--- src/rtl/tick_scheduler.sv ---
// Multi-channel clock-enable scheduler: per-channel programmable tick pulses and square waves,
// with a small sequencer that applies configuration writes and global phase-align one at a time.
module tick_scheduler #(
    parameter int NUM_CH         = 4,
    parameter int CNT_W          = 25,
    parameter int DEFAULT_PERIOD = 24999999,
    localparam int CH_W          = (NUM_CH > 1) ? $clog2(NUM_CH) : 1
) (
    input  logic              CLOCK,
    input  logic              RESETN,
    input  logic              cfg_valid,
    output logic              cfg_ready,
    input  logic [CH_W-1:0]   cfg_ch,
    input  logic [CNT_W-1:0]  cfg_period,
    input  logic              cfg_enable,
    input  logic              align,
    output logic [NUM_CH-1:0] tick,
    output logic [NUM_CH-1:0] sq
);

    localparam logic [CNT_W-1:0] DEF_PERIOD = CNT_W'(DEFAULT_PERIOD);

    typedef enum logic [1:0] {
        ST_IDLE  = 2'd0,
        ST_APPLY = 2'd1,
        ST_ALIGN = 2'd2
    } state_t;

    state_t            state_q, state_d;
    logic              cfg_ready_q, cfg_ready_d;
    logic              align_pend_q, align_pend_d;
    logic [CH_W-1:0]   cap_ch_q, cap_ch_d;
    logic [CNT_W-1:0]  cap_period_q, cap_period_d;
    logic              cap_en_q, cap_en_d;
    logic              align_req;

    // An align seen in the same cycle that enters ALIGN is absorbed; any other align is remembered.
    assign align_req = align | align_pend_q;

    always_comb begin
        state_d      = state_q;
        align_pend_d = align_pend_q | align;
        cap_ch_d     = cap_ch_q;
        cap_period_d = cap_period_q;
        cap_en_d     = cap_en_q;
        case (state_q)
            ST_IDLE: begin
                if (cfg_valid) begin
                    state_d      = ST_APPLY;
                    cap_ch_d     = cfg_ch;
                    cap_period_d = cfg_period;
                    cap_en_d     = cfg_enable;
                end else if (align_req) begin
                    state_d      = ST_ALIGN;
                    align_pend_d = 1'b0;
                end
            end
            ST_APPLY: begin
                if (align_req) begin
                    state_d      = ST_ALIGN;
                    align_pend_d = 1'b0;
                end else begin
                    state_d = ST_IDLE;
                end
            end
            ST_ALIGN: begin
                state_d      = ST_IDLE;
                align_pend_d = align;
            end
            default: begin
                state_d      = ST_IDLE;
                align_pend_d = 1'b0;
            end
        endcase
        cfg_ready_d = (state_d == ST_IDLE);
    end

    always_ff @(posedge CLOCK) begin
        if (!RESETN) begin
            state_q      <= ST_IDLE;
            cfg_ready_q  <= 1'b1;
            align_pend_q <= 1'b0;
            cap_ch_q     <= '0;
            cap_period_q <= '0;
            cap_en_q     <= 1'b0;
        end else begin
            state_q      <= state_d;
            cfg_ready_q  <= cfg_ready_d;
            align_pend_q <= align_pend_d;
            cap_ch_q     <= cap_ch_d;
            cap_period_q <= cap_period_d;
            cap_en_q     <= cap_en_d;
        end
    end

    assign cfg_ready = cfg_ready_q;

    genvar gi;
    generate
        for (gi = 0; gi < NUM_CH; gi++) begin : g_ch
            logic [CNT_W-1:0] period_q, period_d;
            logic [CNT_W-1:0] count_q, count_d;
            logic             en_q, en_d;
            logic             tick_q, tick_d;
            logic             sq_q, sq_d;
            logic             sel;

            assign sel = (state_q == ST_APPLY) && (cap_ch_q == CH_W'(gi));

            always_comb begin
                period_d = period_q;
                en_d     = en_q;
                count_d  = count_q;
                tick_d   = 1'b0;
                sq_d     = sq_q;
                if (state_q == ST_ALIGN) begin
                    count_d = '0;
                    sq_d    = 1'b0;
                end else if (sel) begin
                    period_d = cap_period_q;
                    en_d     = cap_en_q;
                    count_d  = '0;
                    if (!cap_en_q) begin
                        sq_d = 1'b0;
                    end
                end else if (en_q) begin
                    // count never exceeds period: a period change always restarts the count
                    if (count_q == period_q) begin
                        count_d = '0;
                        tick_d  = 1'b1;
                        sq_d    = ~sq_q;
                    end else begin
                        count_d = count_q + CNT_W'(1);
                    end
                end else begin
                    count_d = '0;
                end
            end

            always_ff @(posedge CLOCK) begin
                if (!RESETN) begin
                    period_q <= DEF_PERIOD;
                    en_q     <= 1'b0;
                    count_q  <= '0;
                    tick_q   <= 1'b0;
                    sq_q     <= 1'b0;
                end else begin
                    period_q <= period_d;
                    en_q     <= en_d;
                    count_q  <= count_d;
                    tick_q   <= tick_d;
                    sq_q     <= sq_d;
                end
            end

            assign tick[gi] = tick_q;
            assign sq[gi]   = sq_q;
        end
    endgenerate

endmodule

--- config.mk ---
export PLATFORM = sky130hd
export DESIGN_NAME = tick_scheduler
export DESIGN_NICKNAME = d
export VERILOG_FILES = /design/src/rtl/tick_scheduler.sv
export SDC_FILE = /design/constraint.sdc
export NUM_CORES = 1
export LEC_CHECK = 0
export CELL_PAD_IN_SITES_DETAIL_PLACEMENT = 0
export CELL_PAD_IN_SITES_GLOBAL_PLACEMENT = 2
export CORE_MARGIN = 2
export CORE_UTILIZATION = 38
export CTS_CLUSTER_SIZE = 40
export DETAILED_ROUTE_END_ITERATION = 10
export GPL_TIMING_DRIVEN = 1
export PLACE_DENSITY_LB_ADDON = 0.1
export SYNTH_ARGS = -nofsm -noshare
export SYNTH_HDL_FRONTEND = slang
export SYNTH_SLANG_ARGS = --single-unit
--- constraint.sdc ---
create_clock -name CLOCK -period 2.1 [get_ports CLOCK]
set_clock_uncertainty 0.2 [all_clocks]
set_input_delay 0.21 -clock CLOCK [delete_from_list [all_inputs] [get_ports CLOCK]]
set_output_delay 0.21 -clock CLOCK [all_outputs]
set_load 0.02 [all_outputs]
# Word-level counts from Yosys, hierarchy flattened
# Cells that the tools add are included.
# Widths: inputs -> output; s select.
[word_totals]
ff_bits = 244
inputBits = 32
wordCells = 110
[op_classes]
n_addsub = 4
eq_ne = 13
mux = 23
bitwise = 11
reduce_logical = 33
[op_table]
columns = ["op", "n"]
rows = [
  ["$add 25x1->25 const B", 4],
  ["$eq 25x25->1", 4],
  ["$reduce_or 5->1", 4],
  ["$mux 1", 18],
  ["$reduce_bool 2->1", 8],
  ["$reduce_or 4->1", 4],
  ["$reduce_and 3->1", 4],
  ["$not 1->1", 10],
  ["$reduce_and 2->1", 5],
  ["$ne 2x2->1 const B", 4],
  ["$eq 2x2->1 const B", 3],
  ["$logic_not 2->1", 3],
  ["$mux 2", 3],
  ["$eq 2x1->1 const B", 2],
  ["$logic_and 1x1->1", 4],
  ["$pmux 2 s2", 1],
  ["$pmux 1 s2", 1],
  ["$reduce_or 2->1", 1],
  ["$or 1x1->1", 1],
]

# Logic depth before layout (Yosys ltp)
[logic_depth]
depth_word = 5
mapped_depth = 7

# Worst setup path after synthesis
# OpenSTA, ideal clock, no wires.
[synth_path]
path_type = "register -> register"
startpoint = "register g_ch[0].count_q[0]"
endpoint = "register g_ch[0].count_q[20]"
setup_time_ps = 115
arrival_time_ps = 1517
required_ps = 1785
slack_ps = 269
path_stages_with_launch = 8
period_less_slack_ps = 1831
path_cell_list = "dfxtp_1 > ha_1 > and4_1 > and4_1 > buf_2 > nor3b_2 > xnor2_1 > nor2_1"
[synth_via]
elab_chain_len = 2
word_cells_on_any_way = 3
[synth_rtl]
columns = ["element", "line_no", "text"]
rows = [
  ["start: declaration", "102", "logic [CNT_W-1:0] count_q, count_d;"],
  ["start signal: assignment", "150", "count_q <= count_d;"],
  ["branches (longest 2 deep; another with $add 25x1->25)", "n/a", ""],
]
# Several ways; the timed one is not identified.
# A chain may end at the register's enable or synchronous reset.

# Worst setup path after layout
[layout_path]
startpoint = "register g_ch[3].sq_q"
endpoint = "output sq[3]"
[layout_rtl]
columns = ["element", "line_no", "text"]
rows = [
  ["start: declaration", "105", "logic sq_q, sq_d;"],
  ["start signal: assignment", "152", "sq_q <= sq_d;"],
  ["end: declaration", "18", "output logic [NUM_CH-1:0] sq"],
]
# No word-level cell between the ends.

==> qor.yml <==
yosys:
  syn_inst: 1278
  synth_area_um2: 11000
  async_flop_share_pct: 0
  synth_cell_types: 49
  ys.flop_type: "dfxtp_1"
  synth_seq_cells: 244
  synth_edf_count: 0
  syn-num-nets: 1314
  synth.avg_cell_area_um2: 8.59
  ys.warnings.count: 0
  synth.yosys.seq_area_share_pct: 44.5
critical_path:
  path_buf_inv: 1
  crit_arrival_ps: 1580
  path_cells: "clkdlybuf4s50_1"
  cpPeakStageDelay_ps: 630
  cp_slowest_cell: "clkdlybuf4s50_1"
  cp-end-kind: "output port"
  critPathTopFamily: "buffers and inverters"
  required_ps: 1690
  critPathLaunchType: "flip-flop"
  path_max_fanout: 4
  crit_type: "reg -> out"
detailed_routing:
  dr_total_vias: 8494
  ant_nets: 0
  wirelength_mm: 29.4
  viasPerCell: 4.85
  dr.first_iter.drc_count: 465
  firstDrtPassIters: 4
  avgRoutedWirePerCell_um: 16.8
  drc: 0
layout:
  final_cell_count_no_fill: 1750
  nNetsFinal: 1382
  layout_commonest_cell: "nand2_1"
  nFillCells: 2893
  synthToLayoutAreaGrowth_pct: 19.3
  diodes: 0
  drive_above_1_share_pct: 12.7
  final_util_pct: 45.9
  layout_common_cells: "nand2_1, dfxtp_1, xnor2_1"
placement:
  dp_cells: 1698
  port_buffers: 40
  dp_hpwl_mm: 20.4
  dp_slack_ps: 168
  routabilityCongestion: 0.777
timing:
  hold_viol: 0
  max-slew-margin-rel_pct: 65.6
  tns_ps: 0
  fin_crit_ps: 1990
  fmax_ghz: 0.502
  rsz0062_at_grt: "no"
  worst_pin_slew_ps: 515
  slew_viol_final: 0
  setup_violations: 0
  fin_crit_sh_pct: 94.9
  setup_ws_ps: 107
global_routing:
  antenna_found_initial: 0
  grt_usage_pct: 19.3
  grt_overflow: 0
  grt_pass1_wl_mm: 46.5
  grt_pass1_vias: 8189
  grt_max_degree: 75
floorplan:
  core_region_area_um2: 28500
  core.rowCount: 62
  io-pin-count: 41
  die-area_um2: 30300
  fp.dieW_um: 174
  die_y_um: 174
  initial_core_util_pct: 38.4
run_status:
  status: "complete, no violations"
clocking:
  root_buffer: "clkbuf_16"
  cts_tree: "built"
  cts_sinks: 244
  numCtsBuffers: 29
  cts_setup_buffers: 0
  clk_latency_ps: 540
  clk_pin_slew_ps: 60
  cts_max_level: 1
  ctsLongestPathBuffers: 3
power_and_ir_drop:
  power_leakage_nw: 4.51
  pwr_density_cell_nw_per_um2: 789
  irDropWorstVdd_v: 0.000591
flow_run:
  cap_violations: 0
hold_path:
  hp-class: "in -> reg"
[path summary, 6_finish.rpt]
kind                              from              endpoint  slack, ps  depth (start not counted)
setup reg to reg    g_ch[2].count_q[3]   g_ch[2].count_q[24]        200                          5
hold reg to reg   g_ch[1].period_q[10]  g_ch[1].period_q[10]        270                          2
setup / recovery          g_ch[3].sq_q                 sq[3]        110                          1
hold / removal           cfg_period[3]       cap_period_q[3]         20                          3
[logic make-up after synthesis]
kind of cell | after synthesis | synth area share, %
buffers and inverters | 94 | 4.55
adders and majority gates | 4 | 0.456
DFF | 244 | 44.5
and+or+nand+nor | 666 | 29.7
AOI/OAI and AO/OA | 78 | 5.45
xor gates and xnor gates | 192 | 15.3
[synthesized netlist by cell type, types with 2 or more instances]
master	count	area, um2
nand2_1	302	1130
dfxtp_1	244	4880
xnor2_1	157	1380
nor2_1	117	439
nand3_1	102	510
a21boi_0	64	480
nand4_1	37	231
xor2_1	35	307
buf_2	28	140
clkbuf_1	25	93.8
nor3_1	24	120
inv_1	17	63.8
nor4_2	15	188
and4_1	14	123
buf_4	11	82.6
and3_1	9	56.3
buf_6	9	101
nor4_1	7	43.8
nor2_2	6	37.5
a31o_2	4	35.0
a31oi_1	4	25.0
ha_1	4	50.1
nand3_2	4	40.0
nor2b_1	4	25.0
a211o_2	3	30.0
nand4_2	3	37.5
nand4_4	3	63.8
clkbuf_2	2	10.0
nand2_2	2	12.5
nor4bb_1	2	20.0
or3_1	2	12.5
[per-stage QoR]
stage | power [mW] | hold WS [ps] | cell area, um2
final | 10.3 | 22.1 | 13100
after global routing | 10.7 | 29.8 | 13100
after CTS | 10.5 | 1.54 | 13100
after detailed placement | 5.38 | 269 | 12100
after global placement | 5.38 | 267 | 12100
after floorplan | 5.12 | 155 | 11000
[flip-flops by register name, summed over array words and instances, names as in the netlist]
register / count
g_ch.en_q: 4
g_ch.sq_q: 4
cfg_ready: 1
g_ch.tick_q: 4
cap_period_q: 25
state_q: 2
g_ch.period_q: 100
cap_ch_q: 2
cap_en_q: 1
g_ch.count_q: 100
align_pend_q: 1
[area by class of cell]
class | count | area [um2] | area share [%]
Clock buffer | 42 | 865 | 6.60
Clock inverter | 9 | 100 | 0.765
Inverter | 18 | 67.6 | 0.516
Multi-Input combinational cell | 940 | 5620 | 42.9
Sequential cell | 244 | 4880 | 37.3
Tap cell | 384 | 480 | 3.67
Timing Repair Buffer | 113 | 1070 | 8.20
[report_power, final]
part | switching, mW | internal [mW] | total [mW]
registers | 0.143 | 4.71 | 4.86
logic | 0.217 | 0.200 | 0.417
clock network | 1.99 | 3.07 | 5.06
[what timing repair did]
| item | in CTS | in global routing |
|---|---|---|
| resized for setup | 0 | 1 |
| hold endpoints to repair | 22 | 0 |
| setup endpoints to repair | 0 | 1 |
| hold buffers | 1 | 0 |
[layer usage]
| metal | global-route usage [%] | wire, um | vias to the layer above |
|---|---|---|---|
| li1 | - | - | 4349 |
| met1 | 26.9 | 14300 | 3993 |
| met2 | 32.4 | 13800 | 117 |
| met3 | 2.38 | 832 | 35 |
| met4 | 3.92 | 555 | 0 |
| met5 | 0 | 0 | - |
Power figures use the tool's default switching activity.
